==> src/rtl/instr_fetch_unit.sv <==
// Instruction-fetch stage: loadable instruction memory, program counter and a
// registered 16-bit Instruction stream with jump, branch-flush, stall and halt.
module instr_fetch_unit #(
  parameter int AW = 8
) (
  input  logic          clk,
  input  logic          reset,
  input  logic          load_en,
  input  logic [AW-1:0] load_addr,
  input  logic [15:0]   load_data,
  input  logic          start,
  input  logic          stall,
  input  logic          branch_taken,
  input  logic [AW-1:0] branch_target,
  output logic [15:0]   Instruction,
  output logic          instr_valid,
  output logic [AW-1:0] pc,
  output logic          halted
);

  typedef enum logic [1:0] {IDLE, RUN, HALT} state_t;

  state_t      state;
  logic [15:0] mem [0:(2**AW)-1];
  logic [15:0] w;

  assign w = mem[pc];

  // Memory has no reset so its contents survive a reset; writes only in IDLE.
  always_ff @(posedge clk) begin
    if (reset && state == IDLE && load_en)
      mem[load_addr] <= load_data;
  end

  always_ff @(posedge clk) begin
    if (!reset) begin
      state       <= IDLE;
      pc          <= '0;
      Instruction <= '0;
      instr_valid <= 1'b0;
      halted      <= 1'b0;
    end else begin
      case (state)
        IDLE: begin
          if (start && !load_en) begin
            state <= RUN;
            pc    <= '0;
          end
        end
        RUN: begin
          // Branch redirect outranks stall, jump and halt decode.
          if (branch_taken) begin
            pc          <= branch_target;
            Instruction <= '0;
            instr_valid <= 1'b0;
          end else if (!stall) begin
            if (w == 16'hFFFF) begin
              Instruction <= '0;
              instr_valid <= 1'b0;
              halted      <= 1'b1;
              state       <= HALT;
            end else if (w[15:12] == 4'hC) begin
              Instruction <= w;
              instr_valid <= 1'b1;
              pc          <= w[AW-1:0];
            end else begin
              Instruction <= w;
              instr_valid <= 1'b1;
              pc          <= pc + AW'(1);
            end
          end
        end
        HALT: begin
          if (start) begin
            state  <= RUN;
            pc     <= '0;
            halted <= 1'b0;
          end
        end
        default: state <= IDLE;
      endcase
    end
  end

endmodule

==> config.mk <==
export PLATFORM = sky130hd
export DESIGN_NAME = instr_fetch_unit
export DESIGN_NICKNAME = d
export VERILOG_FILES = /design/src/rtl/instr_fetch_unit.sv
export SDC_FILE = /design/constraint.sdc
export NUM_CORES = 2
export LEC_CHECK = 0
export BUFFER_PORTS_ARGS = -buffer_cell sky130_fd_sc_hd__buf_2
export CORE_UTILIZATION = 50
export DETAILED_ROUTE_END_ITERATION = 8
export PLACE_DENSITY = 0.66
export SLEW_MARGIN = 25
export SYNTH_ARGS = -nofsm -noshare
export SYNTH_HDL_FRONTEND = slang
export SYNTH_SLANG_ARGS = --single-unit
==> constraint.sdc <==
create_clock -name clk -period 3.8 [get_ports clk]
set_input_delay 0.76 -clock clk [delete_from_list [all_inputs] [get_ports clk]]
set_output_delay 0.76 -clock clk [all_outputs]
set_load 0.005 [all_outputs]
* After elaboration in Yosys (flattened, before gate mapping)
Memories as Yosys holds them, arrays and structs flattened. A register that Yosys moved wholly into a read port is not among the register bits. Cells that the tools add are included.
Word-level totals: memories kept 1, output and inout port bits 26, bits in writable memories 4096, register bits after elaboration 28, logic and storage cells 58
Operators by class: multiplexer cells 28, reduce and logical (&&, ||, !) cells 11, equality and inequality tests 12, add/sub/neg operators 1
Memories:
- mem | words 256, bits a word 16, read ports 1, clocked after Yosys merged registers in 1, write ports 1, RTL line 24 | logic [15:0] mem [0:(2**AW)-1];
Operators with widths (count):
- 8-bit two-way mux | 8
- 16-bit two-way mux | 3
- 8-bit one-hot mux with 3 select lines | 1
- 16-bit equality test (second input constant) | 1
- 5-bit AND reduction | 3
- 2-bit two-way mux | 5
- 1-bit two-way mux | 9
- 8-bit by 1-bit adder with 8-bit output (second input constant) | 1
- 2-bit != test (second input constant) | 4
- 3-bit != test (second input constant) | 2
- 2-bit one-hot mux with 3 select lines | 1
- 4-bit equality test (second input constant) | 1
- 2-bit by 1-bit != test with 1-bit output (second input constant) | 2
- 1-bit logical AND | 3
- 3-bit nonzero test | 1
- 2-bit by 1-bit equality test with 1-bit output (second input constant) | 1
- 2-bit equality test (second input constant) | 1
- 2-bit zero test | 1
- 1-bit one-hot mux with 2 select lines | 1
- 2-bit AND reduction | 1
- 2-bit nonzero test | 1
- 1-bit zero test | 1

* Logic depth before layout (Yosys ltp)
word-level depth 8, gate-level depth with buffers 20

* Least setup slack after synthesis
OpenSTA, ideal clock, no wires.
path kind register to register, start register (tool-made name), end register pc[1], clock period less this slack 3.693 ns, cell stages (with the launch flop) 17, library setup time 0.072 ns, slack 0.107 ns, arrival 3.622 ns, cell sequence dfxtp_1 buf_6 buf_8 buf_8 buf_6 buf_4 mux4_2 mux4_2 a311oi_1 a2bb2oi_1 o31ai_1 nor2_1 nand4b_1 nor4_4 o31ai_4 buf_8 mux2i_1
RTL lines:
- to (signal assigned) | RTL line 53 | pc <= branch_target;
- to (signal assigned) | RTL line 65 | pc <= w[AW-1:0];
- to (signal assigned) | RTL line 69 | pc <= pc + AW'(1);
- to (decl) | RTL line 17 | output logic [AW-1:0] pc,

==> metrics.txt <==
max incr delay on CP=630 ps; HPWL after detailed placement=331 mm; sequential area share after synthesis=between 70% and 80%; Residual DRC=0; Area contributors post-synth=edfxtp_1, mux4_2, mux4_1; Yosys warnings=0; VDD IR-drop max=0.401 mV; gr ovfl total=0; Synth area leader=edfxtp_1; top-area cell type share of the netlist area=76.7%; most frequent cell after synthesis=edfxtp_1; most frequent cells after synthesis=edfxtp_1, mux4_2, nor2_1; CP bufs+invs=7; slew margin rel.=21.5%; initial antenna violation count=27; top-level I/O count=between 60 and 70; asr flop ratio synth=0%; Crit Path Class=flip-flop to flip-flop; CP dominant cell by count=buf_4; RSZ-0062 raised after global routing=yes; largest net degree at the start of global routing=between 100 and 150; max frequency=between 200 and 250 MHz; first drt pass iteration count=7; row cnt=between 200 and 250; Yosys reg bits=between 4000 and 5000; CTS clk-pin slew, worst paths=about 60 ps; Tot Pwr=0.0951 W; vias in the first global route=85299; Final Skew=around 67 ps; Core Box Area=roughly 320000 sq um; fin crit share=115%; Main synth FF type=edfxtp_1; status=finished with violations; Setup Viol. Count Final=36; CTS Buffer Depth=4; Post-synth EDFFs=just over 4000; Die Span X=around 570 um; Port Buffers=63; all-layer global routing usage=31.0%; Post-DRT Antenna Nets=0; CTS Hold Bufs=0; Worst Setup End Kind=flip-flop; CP delay by family, top=buffers and inverters; Syn Std Cell Area=160000 sq um; post-route setup slack=-570 ps; fin util=60.9%; CTS tree=built; Slew Limit Fails=0; htree depth=5; total CTS buffers=406; CP max-delay cell=a2111oi_4; syn nets=7322; CP required=4640 ps; Least-Margin Pin Slew=1180 ps; layout net count=8890; Mapped Avg Cell Area=22.0 sq um; critical-path cell list=buf_12 > buf_4 > buf_4 > buf_12 > buf_4 > mux4_2 > o22ai_1 > nor2_2 > a2bb2oi_2 > a2111oi_4 > buf_4 > o31ai_4 > nor2_1 > nand4b_1 > nor4_4 > o31ai_4 > buf_12 > mux2i_1; crit start category=flip-flop; min Tclk post-route=4370 ps; Vias/cell=6.59; clock sink count=around 4100; violations in the final reports=setup timing; CP max FO=14; Die ar.=323000 sq um; Tightest Hold Check Type=input port to flip-flop; Max Cap Viol=0; Final Hold Vio Count=0; PD cells=490 nW/um^2; DR iter-0 viols=14674; initial core utilization=50.4%; first-pass GRT wire length=690 mm; Lkg Pwr=61.9 nW; Mapped Cells=7283; WP data arrival=5210 ps; Layout area overhead=21.0%; later-pin clock latency in the skew report=1000 ps; WL/cell=37.8 um; CTS root buffer=clkbuf_16; post-synthesis cell type count=just over 100; layout cell share with drive strength beyond 1=37.1%; via count=88240; RePlAce Congestion=1.01; chip height=about 570 um; final WL=507 mm
[what timing repair did]
action / in CTS / in global routing
pin swaps: 29 / 49
buffers inserted: 46 / 38
resized for setup: 170 / 151
cloned: 8 / 8
setup endpoints to repair: 36 / 36
[registers in the layout (all words and copies together) (netlist names), named ones only]
register,count
mem,4096
state,2
pc,8
instr_valid,1
Instruction,16
halted,1
[cell usage in the layout, fill, tap and decap left out, types with 24 or more instances in the layout]
master     instances
clkinv_1         102
buf_4           1035
mux2i_1          261
nor2_1           128
mux4_1           107
buf_6             30
a22o_1            39
nand2_1          223
nor2_2           196
nand3_1           59
bufinv_16         25
mux4_2           842
clkinv_2          72
o21ai_0           45
o22ai_1           77
buf_2             47
edfxtp_1        4096
a22oi_1          170
clkbuf_16        418
buf_12           398
nor3_1            24
a221oi_1          53
dfxtp_1           29
a21oi_1           74
clkbuf_1          91
[report_power, final]
group / internal, W / switching (W)
clock: 0.0215 / 0.0173
combinational: 0.00247 / 0.00364
sequential: 0.0501 / 0.0000341
total: 0.0741 / 0.0210
[kinds of logic (layout without fill, tap and decap cells)]
family,after synthesis,in the layout,share of synthesized area (%)
flops,4132,4132,77.1
mux,1235,1235,15.4
simple gates,823,823,2.33
compound gates,666,666,2.94
buf+inv,420,2321,2.16
xor+xnor,6,6,0.0328
fa+ha+maj,1,1,0.00780
other cells,0,19,0
[layer usage]
layer / routed length (um) / track usage (%) / vias to the layer above
met4: 28100 / 14.3 / 12
met3: 65800 / 7.57 / 1102
met5: 89 / 0 / -
met2: 230000 / 46.9 / 6506
li1: - / - / 34095
met1: 183000 / 42.9 / 46525
[tightest hold or removal path, delay by kind of cell]
family / cells / cell delay [ps]
AND/OR/NAND/NOR: 2 / 120
AO/OA/AOI/OAI: 1 / 70
buffers and inverters: 1 / 150
[worst paths after layout]
path | slack, ps | to | cells after the start | startpoint
max reg2reg | -570 | pc[2] | 18 | flip-flop
max | -570 | pc[2] | 18 | flip-flop
min | 150 | state[1] | 4 | start
min reg2reg | 460 | Instruction[4] | 2 | Instruction[4]
[cell type report]
cell class / count / area (sq um)
multi-input combinational: 2731 / 34800
sequential: 4132 / 124000
tap: 4180 / 5230
fill: 21732 / 124000
inverter: 13 / 53.8
clock buffer: 501 / 10600
clock inverter: 240 / 2020
antenna: 19 / 47.5
timing repair buffer: 1567 / 17600
[metrics by stage]
step                setup TNS [ps]  instance area [sq um]  hold WS, ps  worst slack [ps]  instances
finish                      -16140                 194000          146              -570      13383
global route                -17800                 194000          165              -560      13371
CTS                         -13570                 193000         94.4              -525      13324
detailed placement          -43160                 179000          443             -1490      12531
global placement            -60920                 179000          432             -2010      12530
floorplan                        0                 160000          449               107       7283
Power figures use the tool's default switching activity.
